$ cat config.mk
export PLATFORM = sky130hd
export DESIGN_NAME = mem_access_controller_flat
export DESIGN_NICKNAME = d
export VERILOG_FILES = /design/src/rtl/mem_access_controller_if.sv /design/src/rtl/mem_access_controller.sv /design/src/flat_wrapper.sv
export SDC_FILE = /design/constraint.sdc
export NUM_CORES = 1
export LEC_CHECK = 0
export CAP_MARGIN = 0
export CORE_MARGIN = 3
export CORE_UTILIZATION = 37
export DETAILED_ROUTE_END_ITERATION = 12
export GPL_ROUTABILITY_DRIVEN = 0
export PLACE_DENSITY = 0.82
export SKIP_CTS_REPAIR_TIMING = 1
export SLEW_MARGIN = 30
export SYNTH_ARGS = -nofsm -noshare
export SYNTH_HDL_FRONTEND = slang
export SYNTH_SLANG_ARGS = --single-unit
export TNS_END_PERCENT = 30
$ cat constraint.sdc
create_clock -name clk -period 1.97 [get_ports clk]
set_input_delay 0.394 -clock clk [delete_from_list [all_inputs] [get_ports clk]]
set_output_delay 0.394 -clock clk [all_outputs]
set_load 0.005 [all_outputs]
$ cat src/rtl/mem_access_controller_if.sv
// Bundles the EX/MEM-side access signals and the data-memory req/ack bus
// so the controller and its environment share one connection point.
interface mem_access_controller_if;
  logic        EX_MEM_MemRead;
  logic        EX_MEM_MemWrite;
  logic [31:0] EX_MEM_ALUResult;
  logic [31:0] EX_MEM_RtData;
  logic        mem_ack;
  logic [31:0] mem_rdata;
  logic        mem_req;
  logic        mem_we;
  logic [31:0] mem_addr;
  logic [31:0] mem_wdata;
  logic [31:0] MemReadData;
  logic        stall;
  logic        mem_fault;
  logic        done;

  modport master (
    input  EX_MEM_MemRead, EX_MEM_MemWrite, EX_MEM_ALUResult, EX_MEM_RtData,
    input  mem_ack, mem_rdata,
    output mem_req, mem_we, mem_addr, mem_wdata,
    output MemReadData, stall, mem_fault, done
  );

  modport slave (
    output EX_MEM_MemRead, EX_MEM_MemWrite, EX_MEM_ALUResult, EX_MEM_RtData,
    output mem_ack, mem_rdata,
    input  mem_req, mem_we, mem_addr, mem_wdata,
    input  MemReadData, stall, mem_fault, done
  );
endinterface

$ cat src/rtl/mem_access_controller.sv
// Sequences one EX/MEM load/store at a time onto a req/ack data memory,
// stalling the pipeline until the access completes, faults or times out.
module mem_access_controller #(
  parameter int TIMEOUT = 16,
  parameter int CNT_W   = 5
) (
  input logic                     clk,
  input logic                     rst_n,
  mem_access_controller_if.master bus
);

  typedef enum logic [1:0] {IDLE, WAIT, DONE} state_t;

  state_t             state_q, state_d;
  logic               memReq_q, memReq_d;
  logic               memWe_q, memWe_d;
  logic [31:0]        memAddr_q, memAddr_d;
  logic [31:0]        memWdata_q, memWdata_d;
  logic [31:0]        readData_q, readData_d;
  logic               fault_q, fault_d;
  logic [CNT_W-1:0]   cnt_q, cnt_d;

  logic access;
  logic aligned;

  assign access  = bus.EX_MEM_MemRead | bus.EX_MEM_MemWrite;
  assign aligned = (bus.EX_MEM_ALUResult[1:0] == 2'b00);

  always_ff @(posedge clk or negedge rst_n) begin
    if (!rst_n) begin
      state_q    <= IDLE;
      memReq_q   <= 1'b0;
      memWe_q    <= 1'b0;
      memAddr_q  <= '0;
      memWdata_q <= '0;
      readData_q <= '0;
      fault_q    <= 1'b0;
      cnt_q      <= '0;
    end else begin
      state_q    <= state_d;
      memReq_q   <= memReq_d;
      memWe_q    <= memWe_d;
      memAddr_q  <= memAddr_d;
      memWdata_q <= memWdata_d;
      readData_q <= readData_d;
      fault_q    <= fault_d;
      cnt_q      <= cnt_d;
    end
  end

  // A store that also has MemRead set issues as a write, so mem_we follows MemWrite alone.
  always_comb begin
    state_d    = state_q;
    memReq_d   = memReq_q;
    memWe_d    = memWe_q;
    memAddr_d  = memAddr_q;
    memWdata_d = memWdata_q;
    readData_d = readData_q;
    fault_d    = fault_q;
    cnt_d      = cnt_q;

    case (state_q)
      IDLE: begin
        if (access) begin
          if (!aligned) begin
            state_d = DONE;
            fault_d = 1'b1;
          end else begin
            state_d    = WAIT;
            memReq_d   = 1'b1;
            memWe_d    = bus.EX_MEM_MemWrite;
            memAddr_d  = bus.EX_MEM_ALUResult;
            memWdata_d = bus.EX_MEM_RtData;
            cnt_d      = '0;
            fault_d    = 1'b0;
          end
        end
      end
      WAIT: begin
        if (bus.mem_ack) begin
          state_d  = DONE;
          memReq_d = 1'b0;
          if (!memWe_q) begin
            readData_d = bus.mem_rdata;
          end
        end else if (cnt_q == CNT_W'(TIMEOUT - 1)) begin
          state_d  = DONE;
          memReq_d = 1'b0;
          fault_d  = 1'b1;
        end else begin
          cnt_d = cnt_q + CNT_W'(1);
        end
      end
      DONE: begin
        state_d = IDLE;
      end
      default: begin
        state_d = IDLE;
      end
    endcase
  end

  assign bus.mem_req     = memReq_q;
  assign bus.mem_we      = memWe_q;
  assign bus.mem_addr    = memAddr_q;
  assign bus.mem_wdata   = memWdata_q;
  assign bus.MemReadData = readData_q;
  assign bus.mem_fault   = fault_q;
  assign bus.done        = (state_q == DONE);
  assign bus.stall       = ((state_q == IDLE) & access) | (state_q == WAIT);

endmodule

$ cat src/flat_wrapper.sv
// flat-port wrapper written by rule: the top's interface ports become plain ports
module mem_access_controller_flat 
#(
  parameter int TIMEOUT = 16,
  parameter int CNT_W   = 5
)
  (clk, rst_n, bus_EX_MEM_MemRead, bus_EX_MEM_MemWrite, bus_EX_MEM_ALUResult, bus_EX_MEM_RtData, bus_mem_ack, bus_mem_rdata, bus_mem_req, bus_mem_we, bus_mem_addr, bus_mem_wdata, bus_MemReadData, bus_stall, bus_mem_fault, bus_done);
  mem_access_controller_if bus_i ();
  input logic clk;
  input logic rst_n;
  input wire logic [$bits(bus_i.EX_MEM_MemRead)-1:0] bus_EX_MEM_MemRead;
  input wire logic [$bits(bus_i.EX_MEM_MemWrite)-1:0] bus_EX_MEM_MemWrite;
  input wire logic [$bits(bus_i.EX_MEM_ALUResult)-1:0] bus_EX_MEM_ALUResult;
  input wire logic [$bits(bus_i.EX_MEM_RtData)-1:0] bus_EX_MEM_RtData;
  input wire logic [$bits(bus_i.mem_ack)-1:0] bus_mem_ack;
  input wire logic [$bits(bus_i.mem_rdata)-1:0] bus_mem_rdata;
  output wire logic [$bits(bus_i.mem_req)-1:0] bus_mem_req;
  output wire logic [$bits(bus_i.mem_we)-1:0] bus_mem_we;
  output wire logic [$bits(bus_i.mem_addr)-1:0] bus_mem_addr;
  output wire logic [$bits(bus_i.mem_wdata)-1:0] bus_mem_wdata;
  output wire logic [$bits(bus_i.MemReadData)-1:0] bus_MemReadData;
  output wire logic [$bits(bus_i.stall)-1:0] bus_stall;
  output wire logic [$bits(bus_i.mem_fault)-1:0] bus_mem_fault;
  output wire logic [$bits(bus_i.done)-1:0] bus_done;
  assign bus_i.EX_MEM_MemRead = bus_EX_MEM_MemRead;
  assign bus_i.EX_MEM_MemWrite = bus_EX_MEM_MemWrite;
  assign bus_i.EX_MEM_ALUResult = bus_EX_MEM_ALUResult;
  assign bus_i.EX_MEM_RtData = bus_EX_MEM_RtData;
  assign bus_i.mem_ack = bus_mem_ack;
  assign bus_i.mem_rdata = bus_mem_rdata;
  assign bus_mem_req = bus_i.mem_req;
  assign bus_mem_we = bus_i.mem_we;
  assign bus_mem_addr = bus_i.mem_addr;
  assign bus_mem_wdata = bus_i.mem_wdata;
  assign bus_MemReadData = bus_i.MemReadData;
  assign bus_stall = bus_i.stall;
  assign bus_mem_fault = bus_i.mem_fault;
  assign bus_done = bus_i.done;
  mem_access_controller #(.TIMEOUT(TIMEOUT), .CNT_W(CNT_W)) u_core (.clk(clk), .rst_n(rst_n), .bus(bus_i));
endmodule
Word-level counts from Yosys, hierarchy flattened
Cells that the tools add are included.
{ "classes": {"addsub": 1, "n_eq_ne": 9, "n_reduce_logical": 9, "bitwise": 4, "mux": 20} }
{ "op_table": {"columns": ["op", "count"], "rows": [
  ["two-way mux 5 bit", 4],
  ["one-hot mux 5 bit (2 select lines)", 1],
  ["two-way mux 1 bit", 8],
  ["two-way mux 2 bit", 4],
  ["AND reduction 4 bit", 2],
  ["inequality test 2 x 1 -> 1 bit (second input constant)", 3],
  ["AND reduction 3 bit", 2],
  ["adder 5 x 1 -> 5 bit (second input constant)", 1],
  ["== test 5 x 4 -> 1 bit (second input constant)", 1],
  ["AND reduction 5 bit", 1],
  ["logical NOT 2 bit", 2],
  ["inequality test 2 bit (second input constant)", 2],
  ["one-hot mux 1 bit (2 select lines)", 2],
  ["one-hot mux 2 bit (2 select lines)", 1],
  ["inequality test 3 x 2 -> 1 bit (second input constant)", 1],
  ["== test 2 x 1 -> 1 bit (second input constant)", 1],
  ["== test 2 bit (second input constant)", 1],
  ["bitwise OR 1 bit", 2],
  ["AND reduction 2 bit", 1],
  ["nonzero test 2 bit", 1],
  ["bitwise AND 1 bit", 1],
  ["inverter 1 bit", 1]
]} }
{ "totals": {"ff_bits": 106, "word_cells": 51} }

Logic depth before layout (Yosys ltp)
{ "depth": {"depth_word": 4, "depth_mapped": 6, "depth_no_buf": 6} }

Least setup slack after synthesis
OpenSTA, ideal clock, no wires.
{ "synth_path": {"path_type": "register to register", "from": "register u_core.cnt_q[0]", "to": "register u_core.cnt_q[3]", "period_less_slack_ps": 1952, "stages_incl_launch_ff": 7, "arrival_ps": 1812, "required_ps": 1831, "setup_slack_ps": 18, "path_cell_list": "dfrtp_1 -> ha_1 -> and3_1 -> ha_1 -> or4b_1 -> o21ai_0 -> a31oi_1"} }
{ "synth_via": {"elab_chain_len": 4} }
{ "synth_rtl": {"columns": ["element", "line_no", "text"], "rows": [
  ["from (decl)", "mem_access_controller.sv:21", "logic [CNT_W-1:0] cnt_q, cnt_d;"],
  ["from (signal assigned)", "mem_access_controller.sv:47", "cnt_q <= cnt_d;"],
  ["adder 5 x 1 -> 5 bit", "mem_access_controller.sv:91", "cnt_d = cnt_q + CNT_W'(1);"],
  ["two-way mux 5 bit", "mem_access_controller.sv:86", "end else if (cnt_q == CNT_W'(TIMEOUT - 1)) begin"],
  ["two-way mux 5 bit", "mem_access_controller.sv:80", "if (bus.mem_ack) begin"],
  ["one-hot mux 5 bit (2 select lines)", "mem_access_controller.sv:62", "case (state_q)"]
]} }
Parallel ways exist; a longest one is shown, timed or not. The select of a mux whose other input is x is not followed.
A chain may end at the register's enable or synchronous reset.

Final worst setup path
{ "layout_path": {"from": "register u_core.state_q[0]", "to": "register u_core.memAddr_q[15] (netlist: u_core.bus.mem_addr[15])"} }
{ "layout_via": {"elab_chain_len": 2} }
{ "layout_rtl": {"columns": ["element", "line_no", "text"], "rows": [
  ["from (decl)", "mem_access_controller.sv:14", "state_t state_q, state_d;"],
  ["from (signal assigned)", "mem_access_controller.sv:40", "state_q <= state_d;"],
  ["logical NOT 2 bit", "mem_access_controller.sv:62", null],
  ["AND reduction 3 bit (no line)", null, null],
  ["to (signal assigned)", "mem_access_controller.sv:43", "memAddr_q <= memAddr_d;"],
  ["to (decl)", "mem_access_controller.sv:17", "logic [31:0] memAddr_q, memAddr_d;"]
]} }
No other way between the ends.

==> results by stage <==
Run status:
- The run finished with clean final reports.

Power:
- The post-route total power is 9.41 mW.
- The power density normalized to cell area is 1390 nW/µm².
- The peak supply drop is 682 µV.
- The static power due to leakage is 2.89 nW.

Layout:
- The top cell types in the final layout, fill and taps aside, are clkdlybuf4s50_1 (195), dfrtp_1 (106), mux2_2 (69).
- The most common cell after layout, fill and taps aside is clkdlybuf4s50_1.
- The number of standard cells in the final layout excluding fillers is 614.
- The net count of the finished layout is 574.
- The area growth from synthesis to layout is 62.7%.
- The diode insertion count for antenna repair is 0.
- The summed area of non-filler cells in the final layout is 6790 µm².
- Cells with a size suffix above 1 make up 27.2% of the layout.
- The final-layout fill cell count is 834.

STA:
- Setup slack on the critical path of the routed design comes to 43.8 ps.
- At the pin with the least slew margin, the transition time is 561 ps.
- Clock skew on the completed layout was measured at 5.75 ps.
- Setup violations remaining at the end of the flow were counted as 0.
- The final hold violation count is 0.
- The final-report max-slew violation count is 0.
- The share of the clock period used by the worst path after layout is 97.8%.
- The remaining max-slew budget at the tightest pin is 62.6%.
- The accumulated negative setup slack is 0 ps.
- The upper clock frequency limit is 519 MHz.
- The time the final worst path needs with I/O delays and setup is 1930 ps.

Placement:
- Port buffering added 201 buffers.
- Detailed placement finished with a half-perimeter wire length of 7680 µm.
- After detailed placement, the design holds a cell count of 596.
- The setup slack at placement is -356 ps.
- The instance area at placement is 6420 µm².

GRT:
- In the global route stage, overall resource usage came out at 16.3%.
- After global routing, the most crowded layer is met2.
- For met3 alone, demand over resource in global routing was 4.74%.
- The met2 routing resource usage after global routing is 27.3%.
- The number of antenna violations at the first check in global routing was 0.
- The maximum number of pins on one net before global-route repair is 107.
- In the global route stage, met1 resource usage came out at 20.5%.
- The first global-routing pass estimated 16500 µm of wire.
- The number of global-route vias before repair was 3215.
- After global routing the overflow that remains totals 0.

Detailed routing:
- The total vias in the final route is 2889.
- Once detail routing completed, the nets flagged for antenna violations numbered 0.
- In the routed layout, each cell is associated on average with a via count of 4.71.
- The iteration count of the initial detailed-routing pass is 4.
- The average detailed-routed wire length per instance is 16.8 µm.
- The DRC violation total after the first TritonRoute iteration is 84.
- After detailed routing, the number of remaining DRC violations is 0.
- Wires add up to 10300 µm.

Worst setup path:
- In this run the worst path has a maximum fanout of 12.
- STA puts the critical path data required time at 2190 ps.
- Walking the worst path, the cells encountered are buf_4 > or4_4 > nor2_4 > buf_12 > clkbuf_16 > mux2_2.
- The critical path is of the flop to flop type.
- The most critical setup path has its startpoint at u_core.state_q[0]$_DFFE_PN0P_.
- STA classifies the critical path endpoint as a flop.
- At the worst endpoint, the arrival time is 2140 ps.
- The source of the worst register-to-register timing path is u_core.state_q[0]$_DFFE_PN0P_.
- The slowest stage of the critical path is the or4_4 cell.
- STA classifies the critical path startpoint as a flop.
- The largest single stage delay on the critical path is 440 ps.

Clock network:
- The H-tree was split into 3 levels.
- Clock tree synthesis selected as its root buffer the cell clkbuf_16.
- The clock sink total is 106.
- The number of clock buffers added by TritonCTS is 9.
- The clock latency on the worst-skew pair is 330 ps.
- The clock edge transition at the registers on the reported setup and hold paths is 70 ps.
- The clock passes through at most 2 buffers.
- The TritonCTS clock tree is built.

Worst hold path:
- The worst hold path belongs to the class input port to asynchronous set/reset pin.

Die:
- The core region is 10900 µm².
- The total number of placement rows is 38.
- The I/O pin total is 202.
- The die is 112 µm tall.
- The initial utilization of the core area, before any placement, comes to 38.1%.
- From left edge to right edge, the die measures 112 µm.
- The area enclosed by the die boundary is 12600 µm².

Logic synthesis:
- The proportion of synthesized chip area in sequential cells is 63.6%.
- Synthesis inferred 106 register bits.
- Counting flops with a built-in enable in the synthesized netlist gives 0.
- Dividing the synthesized area by the synthesized cell count gives 16.7 µm².
- The cell count after synthesis is 249.
- The share of synthesized registers carrying an async set or reset is 100%.
- The most used flip-flop cell after synthesis is dfrtp_1.
- The number of warnings reported in the yosys synthesis log is 0.
- The synthesized netlist net count is 352.
- The mapped netlist covers 4170 µm².
- In this run, distinct cell masters in the synthesized netlist total 34.

Run:
- Max-cap violations in this run came to 0.
[cells in the mapped netlist, types with 2 or more instances]
cell | n | area [µm²]
nor4_1 | 2 | 12.5
mux2_2 | 69 | 777
buf_8 | 2 | 30.0
a21oi_1 | 2 | 10.0
nor2_1 | 3 | 11.3
buf_4 | 3 | 22.5
mux2_1 | 5 | 56.3
nand2_1 | 4 | 15.0
nor2b_1 | 3 | 18.8
ha_1 | 2 | 25.0
buf_12 | 2 | 40.0
dfrtp_1 | 106 | 2650
buf_2 | 3 | 15.0
mux2_4 | 20 | 300
nand2b_1 | 2 | 12.5
o22a_1 | 2 | 17.5
o21ai_0 | 2 | 10.0
[cells by family (layout without fill, tap and decap cells)]
group | Yosys count | in the layout | share of synthesized area (%)
flops | 106 | 106 | 63.6
mux | 95 | 95 | 27.4
simple gates | 21 | 21 | 3.24
compound gates | 13 | 13 | 2.19
buf+inv | 12 | 237 | 2.94
fa+ha+maj | 2 | 2 | 0.600
[cell type report]
class | instances | area [µm²] | area share (%)
clock buffer | 11 | 233 | 3.43
inverter | 1 | 3.75 | 0.0553
tap | 140 | 175 | 2.58
multi-input combinational | 131 | 1420 | 20.9
clock inverter | 3 | 42.5 | 0.627
timing repair buffer | 222 | 2260 | 33.4
sequential | 106 | 2650 | 39.1
[metal layers]
metal	wire [µm]	up-vias
li1	-	1339
met1	4300	1413
met2	5090	133
met3	863	4
met4	56	0
met5	0	-
[power by group]
part           switching, mW  internal, mW  leakage [nW]
Sequential             0.561          3.21          1.28
Combinational           1.09          2.87          1.48
Clock                  0.710         0.970         0.131
[through the flow]
stage | hold slack, ps | utilization [%]
after floorplan | 98.4 | -
after global placement | 466 | 58.7
after detailed placement | 475 | 58.7
after CTS | 156 | 61.2
after global routing | 174 | 62.1
final | 110 | 62.1
[registers in the layout, summed over array words and instances, names as in the netlist]
name and flops:
u_core.bus.mem_we 1, u_core.bus.mem_addr 32, u_core.bus.mem_fault 1, u_core.bus.mem_req 1
u_core.cnt_q 5, u_core.bus.MemReadData 32, u_core.bus.mem_wdata 32, u_core.state_q 2
[path summary, 6_finish.rpt]
path,to,slack (ps),cells past startpoint
max in group asynchronous,u_core.cnt_q[3]$_DFFE_PN0P_,1420,2
min,u_core.bus.mem_wdata[18]$_DFFE_PN0P_,110,2
max,u_core.bus.mem_addr[15]$_DFFE_PN0P_,40,6
min in group clk,u_core.bus.mem_we$_DFFE_PN0P_,440,2
min reg2reg,u_core.bus.mem_addr[24]$_DFFE_PN0P_,490,1
max reg2reg,u_core.bus.mem_addr[15]$_DFFE_PN0P_,40,6
[worst max-delay path: cells and delay by family (launching register included)]
family,cells,cell delay (ps)
buffers and inverters,3,460
flip-flops,1,400
multiplexers,1,340
AND/OR/NAND/NOR,2,610
(Power assumes the default switching activity.)
